===== config.mk =====
export PLATFORM = sky130hd
export DESIGN_NAME = wave_trigger_ctrl
export DESIGN_NICKNAME = d
export VERILOG_FILES = /design/src/rtl/wave_pkg.sv /design/src/rtl/wave_trig_detect.sv /design/src/rtl/wave_trigger_ctrl.sv
export SDC_FILE = /design/constraint.sdc
export NUM_CORES = 1
export LEC_CHECK = 0
export ABC_AREA = 1
export CELL_PAD_IN_SITES_DETAIL_PLACEMENT = 0
export CELL_PAD_IN_SITES_GLOBAL_PLACEMENT = 1
export CORE_ASPECT_RATIO = 1.25
export CORE_MARGIN = 5
export CORE_UTILIZATION = 34
export CTS_CLUSTER_DIAMETER = 100
export DETAILED_ROUTE_END_ITERATION = 8
export HOLD_SLACK_MARGIN = 0.06
export PLACE_DENSITY_LB_ADDON = 0.1
export SLEW_MARGIN = 40
export SYNTH_ARGS = -nofsm -noshare
export SYNTH_HDL_FRONTEND = slang
export SYNTH_SLANG_ARGS = --single-unit

===== constraint.sdc =====
create_clock -name clk -period 1.6 [get_ports clk]
set_input_delay 0.16 -clock clk [delete_from_list [all_inputs] [get_ports clk]]
set_output_delay 0.16 -clock clk [all_outputs]
set_load 0.05 [all_outputs]

===== src/rtl/wave_pkg.sv =====
// Shared types and helpers for the two-bank waveform capture controller.
package wave_pkg;

    localparam int ADDR_W_DEFAULT = 9;

    typedef enum logic [1:0] {
        ARM    = 2'd0,
        ARMED  = 2'd1,
        ACTIVE = 2'd2,
        WAIT   = 2'd3
    } wave_state_t;

    // Keep the top byte of a signed sample and flip its sign bit so the RAM holds offset-binary.
    function automatic logic [7:0] to_offset_binary(input logic [15:0] smp);
        return {~smp[15], smp[14:8]};
    endfunction

endpackage


===== src/rtl/wave_trig_detect.sv =====
// Level-crossing qualifier: pre_ok arms the trigger, cross_ok fires it, for either slope.
module wave_trig_detect (
    input  logic signed [7:0] s,
    input  logic signed [7:0] trig_level,
    input  logic              trig_slope,
    output logic              pre_ok,
    output logic              cross_ok
);

    always_comb begin
        if (trig_slope) begin
            pre_ok   = (s > trig_level);
            cross_ok = (s <= trig_level);
        end else begin
            pre_ok   = (s < trig_level);
            cross_ok = (s >= trig_level);
        end
    end

endmodule


===== src/rtl/wave_trigger_ctrl.sv =====
// Triggered capture of one bank of samples into the back bank of a two-bank RAM, then a
// display-synchronised bank swap. Define WAVE_TRIG_AUTO_EN to enable forced capture on timeout.
module wave_trigger_ctrl
    import wave_pkg::*;
#(
    parameter int ADDR_W       = ADDR_W_DEFAULT,
    parameter int AUTO_TIMEOUT = 4096
) (
    input  logic              clk,
    input  logic              reset,
    input  logic              new_sample_ready,
    input  logic [15:0]       new_sample_in,
    input  logic [7:0]        trig_level,
    input  logic              trig_slope,
    input  logic              wave_display_idle,
    output logic [ADDR_W-1:0] write_address,
    output logic              write_enable,
    output logic [7:0]        write_sample,
    output logic              read_index,
    output logic              armed,
    output logic              auto_triggered
);

    localparam int OFF_W = ADDR_W - 1;
    localparam logic [OFF_W-1:0] LAST_OFF = '1;

    wave_state_t       state_q, state_d;
    logic [OFF_W-1:0]  offset_q, offset_d;
    logic              read_index_q, read_index_d;
    logic              write_enable_q, write_enable_d;
    logic [ADDR_W-1:0] write_address_q, write_address_d;
    logic [7:0]        write_sample_q, write_sample_d;
    logic              armed_q, armed_d;

    logic pre_ok, cross_ok, timeout, start_capture;

    wave_trig_detect u_detect (
        .s          (new_sample_in[15:8]),
        .trig_level (trig_level),
        .trig_slope (trig_slope),
        .pre_ok     (pre_ok),
        .cross_ok   (cross_ok)
    );

    always_comb begin
        state_d         = state_q;
        offset_d        = offset_q;
        read_index_d    = read_index_q;
        write_enable_d  = 1'b0;
        write_address_d = write_address_q;
        write_sample_d  = write_sample_q;
        start_capture   = 1'b0;

        case (state_q)
            ARM: begin
                if (new_sample_ready) begin
                    if (timeout)
                        start_capture = 1'b1;
                    else if (pre_ok)
                        state_d = ARMED;
                end
            end
            ARMED: begin
                if (new_sample_ready && (cross_ok || timeout))
                    start_capture = 1'b1;
            end
            ACTIVE: begin
                if (new_sample_ready) begin
                    write_enable_d  = 1'b1;
                    write_address_d = {~read_index_q, offset_q};
                    write_sample_d  = to_offset_binary(new_sample_in);
                    offset_d        = offset_q + OFF_W'(1);
                    if (offset_q == LAST_OFF)
                        state_d = WAIT;
                end
            end
            WAIT: begin
                // Samples are dropped here; only the display handshake matters.
                if (wave_display_idle) begin
                    read_index_d = ~read_index_q;
                    state_d      = ARM;
                end
            end
            default: state_d = ARM;
        endcase

        if (start_capture) begin
            write_enable_d  = 1'b1;
            write_address_d = {~read_index_q, {OFF_W{1'b0}}};
            write_sample_d  = to_offset_binary(new_sample_in);
            offset_d        = OFF_W'(1);
            state_d         = ACTIVE;
        end

        armed_d = (state_d == ARMED);
    end

    always_ff @(posedge clk or posedge reset) begin
        if (reset) begin
            state_q         <= ARM;
            offset_q        <= '0;
            read_index_q    <= 1'b0;
            write_enable_q  <= 1'b0;
            write_address_q <= '0;
            write_sample_q  <= '0;
            armed_q         <= 1'b0;
        end else begin
            state_q         <= state_d;
            offset_q        <= offset_d;
            read_index_q    <= read_index_d;
            write_enable_q  <= write_enable_d;
            write_address_q <= write_address_d;
            write_sample_q  <= write_sample_d;
            armed_q         <= armed_d;
        end
    end

`ifdef WAVE_TRIG_AUTO_EN
    localparam int CNT_W = $clog2(AUTO_TIMEOUT + 1);

    logic [CNT_W-1:0] cnt_q, cnt_d;
    logic             auto_pend_q, auto_pend_d;
    logic             auto_triggered_q, auto_triggered_d;

    // Timeout fires on the sample that would bring the count to AUTO_TIMEOUT.
    assign timeout = (cnt_q == CNT_W'(AUTO_TIMEOUT - 1));

    always_comb begin
        cnt_d            = cnt_q;
        auto_pend_d      = auto_pend_q;
        auto_triggered_d = auto_triggered_q;
        if (state_q == WAIT && state_d == ARM)
            cnt_d = '0;
        else if ((state_q == ARM || state_q == ARMED) && new_sample_ready)
            cnt_d = cnt_q + CNT_W'(1);
        // A genuine crossing in ARMED wins over a coincident timeout.
        if (start_capture)
            auto_pend_d = !(state_q == ARMED && cross_ok);
        if (state_q == ACTIVE && state_d == WAIT)
            auto_triggered_d = auto_pend_q;
    end

    always_ff @(posedge clk or posedge reset) begin
        if (reset) begin
            cnt_q            <= '0;
            auto_pend_q      <= 1'b0;
            auto_triggered_q <= 1'b0;
        end else begin
            cnt_q            <= cnt_d;
            auto_pend_q      <= auto_pend_d;
            auto_triggered_q <= auto_triggered_d;
        end
    end

    assign auto_triggered = auto_triggered_q;
`else
    logic unused_auto_timeout;
    assign unused_auto_timeout = (AUTO_TIMEOUT != 0);
    assign timeout             = 1'b0;
    assign auto_triggered      = 1'b0;
`endif

    assign write_address = write_address_q;
    assign write_enable  = write_enable_q;
    assign write_sample  = write_sample_q;
    assign read_index    = read_index_q;
    assign armed         = armed_q;

endmodule


# Yosys cells after proc, flatten, opt, wreduce, memory -nomap -nowiden
# Cells that the tools add are included.
# Widths: inputs -> output; s select.
# totals
wordCells	48
output_inout_bits	21
input_bits	29
reg_bits	30
# classes
n_eq_ne	5
n_bitwise	2
addsub	1
magnitude_cmp	4
n_mux	23
n_reduce_logical	6
# op_table
cell	n
$mux 8	6
$mux 9	3
$mux 2	6
$add 8x1->8 const B	1
$eq 8x8->1 const B	1
$ge 8x8->1	1
$gt 8x8->1	1
$le 8x8->1	1
$lt 8x8->1	1
$mux 1	7
$pmux 2 s3	1
$eq 2x1->1 const B	2
$eq 2x2->1 const B	2
$reduce_and 2->1	2
$reduce_bool 2->1	2
$logic_not 2->1	1
$not 1->1	2
$logic_and 1x1->1	1

# Depth between registers and ports, before layout
# depth
ltp_word	7
mapped_depth	16
depth_no_buf	16

# Modules after synthesis
# From an unflattened synthesis, not the netlist that was laid out.
# unflattened
cells_unflattened	199
hier_area_um2	1595.3
# by_module_without_submodules
module	n_inst	seq_area_each_um2	cells_per_inst	area_per_inst_um2
wave_trigger_ctrl	1	750.7	153	1335.0
wave_trig_detect	1	0.0	46	260.2

# Worst setup path before layout
# No wires, ideal clock.
# synth_path
path_type	in2reg
from	input port trig_level[5]
to	register state_q[0]
path_buffers	1
arrival_time_ps	1447
t_required_ps	1477
path_stages	13
setup_time_ps	123
slack_ps	29
cell_sequence	inv_1 > ha_1 > a21oi_1 > nor2_1 > nor2_2 > nand2_1 > nand2_1 > nand2_1 > nand2_2 > nand2_4 > nor2_8 > buf_8 > nor2_2
# synth_via
elab_chain_cells	6
elab_cells_between_ends	13
cone_classes	4 x order compare; 8 x mux; 1 x reduce/logical
# synth_lines
element	line_no	text
start: declaration	wave_trigger_ctrl.sv:13	input logic [7:0] trig_level,
$lt 8x8->1, or another cell as far along	wave_trig_detect.sv:15	pre_ok = (s < trig_level);
$mux 1	wave_trig_detect.sv:11	if (trig_slope) begin
$mux 2 or $logic_and 1x1->1 (tied branches)	wave_trigger_ctrl.sv:59, wave_trigger_ctrl.sv:64	
$mux 2 or $mux 1 (tied branches)	wave_trigger_ctrl.sv:56, wave_trigger_ctrl.sv:64	
$pmux 2 s3 or $mux 1 (tied branches)	--	
$mux 2 (*)	wave_trigger_ctrl.sv:87	if (start_capture) begin
net state_d[0]	wave_trigger_ctrl.sv:27	wave_state_t state_q, state_d;
end signal: assignment	wave_trigger_ctrl.sv:108	state_q <= state_d;
end: declaration	wave_trigger_ctrl.sv:27	
# Mark *: on every way through the listed nets, which the timed path passes. The rest lies on a longest branch.
# A chain may end at the register's enable or synchronous reset.

# Worst setup path in the final report
# layout_path
from	input port trig_level[6]
to	register write_address_q[0], in the netlist write_address[0]
# layout_via
elab_chain_cells	7
elab_cells_between_ends	10
cone_classes	2 x order compare; 4 x mux; 4 x reduce/logical
# layout_lines
element	line_no	text
$ge 8x8->1 or $le 8x8->1 (tied branches)	wave_trig_detect.sv:16, wave_trig_detect.sv:13	
$mux 1 (*)	wave_trig_detect.sv:11	
$logic_and 1x1->1 (*)	wave_trigger_ctrl.sv:64	if (new_sample_ready && (cross_ok || timeout))
$mux 1 (*)	wave_trigger_ctrl.sv:64	
$mux 1 (*)	--	
$reduce_bool 2->1 (no line)	--	
$reduce_and 2->1 (no line)	--	
end signal: assignment	wave_trigger_ctrl.sv:112	write_address_q <= write_address_d;
end: declaration	wave_trigger_ctrl.sv:31	logic [ADDR_W-1:0] write_address_q, write_address_d;
# Every way passes the cells marked *; elsewhere a longest branch is shown, timed or not.

==> results.json <==
{
  "ys.flop_type": "dfrtp_1",
  "hpwl_um": 2857,
  "grt_pass1_wl_um": 6727,
  "path_max_fanout": 6,
  "dr.pass1.iters": 4,
  "cts-buffers-inserted": 5,
  "cts_sinks": 30,
  "fin_area_mm2": 0.002646,
  "ys_types": 28,
  "yosys.area.top_type": "dfrtp_1",
  "syn_area_mm2": 0.001662,
  "n_antenna_cell": 0,
  "p_per_area_mw_per_mm2": 1261,
  "final-setup-viol-count": 0,
  "io_buffers": 40,
  "cpMostUsedCell": "nand2_2",
  "skew_ns": 0.01099,
  "synth_nets": 235,
  "cts_root_buffer": "clkbuf_8",
  "cts_tree": "done",
  "drive_gt1_share_pct": 49.25,
  "hold_ws_ns": 0.1205,
  "worst_ep_required_time_ns": 1.78,
  "async_flop_share_pct": 100.0,
  "critical_path.endpoint_type": "flop",
  "ant_nets": 0,
  "yosys.area.top_type_share_pct": 45.18,
  "crit_slowest_cell": "dlygate4sd2_1",
  "routedWlPerCell_um": 12.25,
  "overflow": 0,
  "peakVddDrop_mv": 0.3697,
  "die_w_um": 72.53,
  "worstSetupPathType": "input port to flop",
  "outcome": "completed",
  "viasPerCell": 4.564,
  "hold_class": "input port to flop",
  "worstPathArrival_ns": 1.72,
  "ys_seq_elements": 30,
  "initialDrtViolationCount": 23,
  "die_h_um": 88.16,
  "cap_viol_max_count": 0,
  "max_freq_mhz": 646.4,
  "synth_area_leaders": "dfrtp_1 45%, nand2_1 14%, ha_1 6.8%",
  "clkTransAtPathRegs_ns": 0.07,
  "vias": 1488,
  "insertion_delay_ns": 0.28,
  "clk_path_buf_depth": 2,
  "fillers": 454,
  "cp-start-kind": "input port",
  "cpPeakStageDelay_ns": 0.24,
  "grt_pass1_vias": 1555,
  "finalCriticalPeriod_ns": 1.547,
  "antenna_found_initial": 0,
  "r2r_slack_ns": 0.16,
  "fp.coreArea_mm2": 0.004730,
  "synth_edf_count": 0,
  "finalMaxSlewViolations": 0,
  "path_cells": "dlygate4sd2_1 -> inv_2 -> ha_4 -> nand2_4 -> nor2_4 -> nor2_4 -> nand2_2 -> nand2_2 -> nand2_2 -> nand2_4 -> buf_6 -> nand3_4 -> buf_6 -> nand3_2 -> nand2_1",
  "grt_usage_pct": 13.58,
  "grt_max_degree": 31,
  "start_util_pct": 35.13,
  "nets": 303,
  "yosysMostFrequentCell": "nand2_1",
  "seq_area_frac_synth_pct": 45.18,
  "io_pins": 50,
  "drc": 0,
  "post-route-period-util_pct": 96.69,
  "syn_avg_cell_area_um2": 8.434,
  "yosysWarnings": 0,
  "placed_area_mm2": 0.002172,
  "dieArea_mm2": 0.006394,
  "ctsHtreeMaxLevel": 2,
  "hold_violations": 0,
  "finalWirelength_um": 3993,
  "p_leak_nw": 1.307,
  "fp-row-count": 28,
  "place.gp.congestion": 0.7422,
  "synth_commonest_cells": "61 x nand2_1, 30 x dfrtp_1, 23 x inv_1, 14 x nand3_1",
  "synthCells": 197,
  "syn_to_final_growth_pct": 59.26
}
==> critical path: cells and delay by family <==
family	cells	cell delay [ns]
adder cells (fa/ha/maj)	1	0.20
AND/OR/NAND/NOR	10	0.78
buffers and inverters	4	0.58
==> report_power, final <==
| part | total, W | internal [W] | switching (W) |
|---|---|---|---|
| clock network | 0.000954 | 0.000664 | 0.000289 |
| logic | 0.00130 | 0.000467 | 0.000828 |
| registers | 0.00109 | 0.000952 | 0.000136 |
==> kinds of logic (layout without fill, tap and decap cells) <==
kind of cell | count (synthesis) | after routing | share of synthesized area (%)
adders and majority gates | 9 | 9 | 6.777
xor gates and xnor gates | 5 | 5 | 2.635
and+or+nand+nor | 107 | 107 | 31.63
DFF | 30 | 30 | 45.18
other | 1 | 1 | 0.2257
AOI/OAI and AO/OA | 14 | 14 | 5.120
buffers and inverters | 31 | 100 | 8.433
==> placed cells by master, fill, tap and decap left out, types with 6 or more instances in the layout <==
cell type and count:
nand2_1 50, buf_4 39, dfrtp_1 29, inv_1 14
inv_2 11, nand2_2 10, nor2_2 9, nand3_1 8
a21oi_2 7, nand3_2 7, ha_4 7, clkbuf_2 7
nor2_4 6, clkbuf_8 6
==> stage by stage <==
stage	cells	TNS [ns]	total power, W	setup slack [ns]	utilization [%]
6_report	326	0	0.003336	0.05289	55.95
3_3_place_gp	309	-14.75	0.002289	-0.5532	45.93
2_1_floorplan	197	0	0.001916	0.02933	-
5_1_grt	326	-0.03236	0.003515	-0.01205	55.95
4_1_cts	323	0	0.003312	0.007579	53.78
3_5_place_dp	309	-16.00	0.002306	-0.6079	45.93
==> cell type report <==
class / instances / area (um2) / area share, %
multi-input combinational: 136 / 1013 / 38.30
inverter: 26 / 97.59 / 3.688
sequential: 30 / 752.0 / 28.42
clock inverter: 2 / 60.06 / 2.270
tap: 60 / 75.07 / 2.837
timing repair buffer: 66 / 565.5 / 21.37
clock buffer: 6 / 82.58 / 3.121
==> routing by layer <==
metal	up-vias	track usage [%]	share of wire, %
met4	0	6.040	1.7
met5	-	0	0
met2	37	25.12	56
met1	696	14.41	39
met3	6	3.215	3.9
li1	749	-	-
==> worst paths after layout <==
path | to | startpoint | cells after the start
setup / recovery | write_address[0] | trig_level[6] | 15
hold / removal | write_sample[1] | new_sample_in[9] | 3
setup reg to reg | offset_q[7] | state_q[1] | 9
hold reg to reg | write_sample[6] | write_sample[6] | 2
max in group asynchronous | state_q[0] | reset | 3
min in group asynchronous | write_address[4] | reset | 3
==> flip-flops by register name (all words and copies together) (netlist names) <==
register       flops
write_address      9
offset_q           8
write_sample       8
state_q            2
armed              1
read_index         1
write_enable       1
==> repair_timing <==
action                     in CTS  in global routing
hold buffers                    0                  0
pin swaps                      18                 19
resized for setup              54                 42
buffers inserted                5                  3
cloned                          1                  0
setup endpoints to repair      29                 29
No activity file was read; power rests on OpenSTA's default activity.
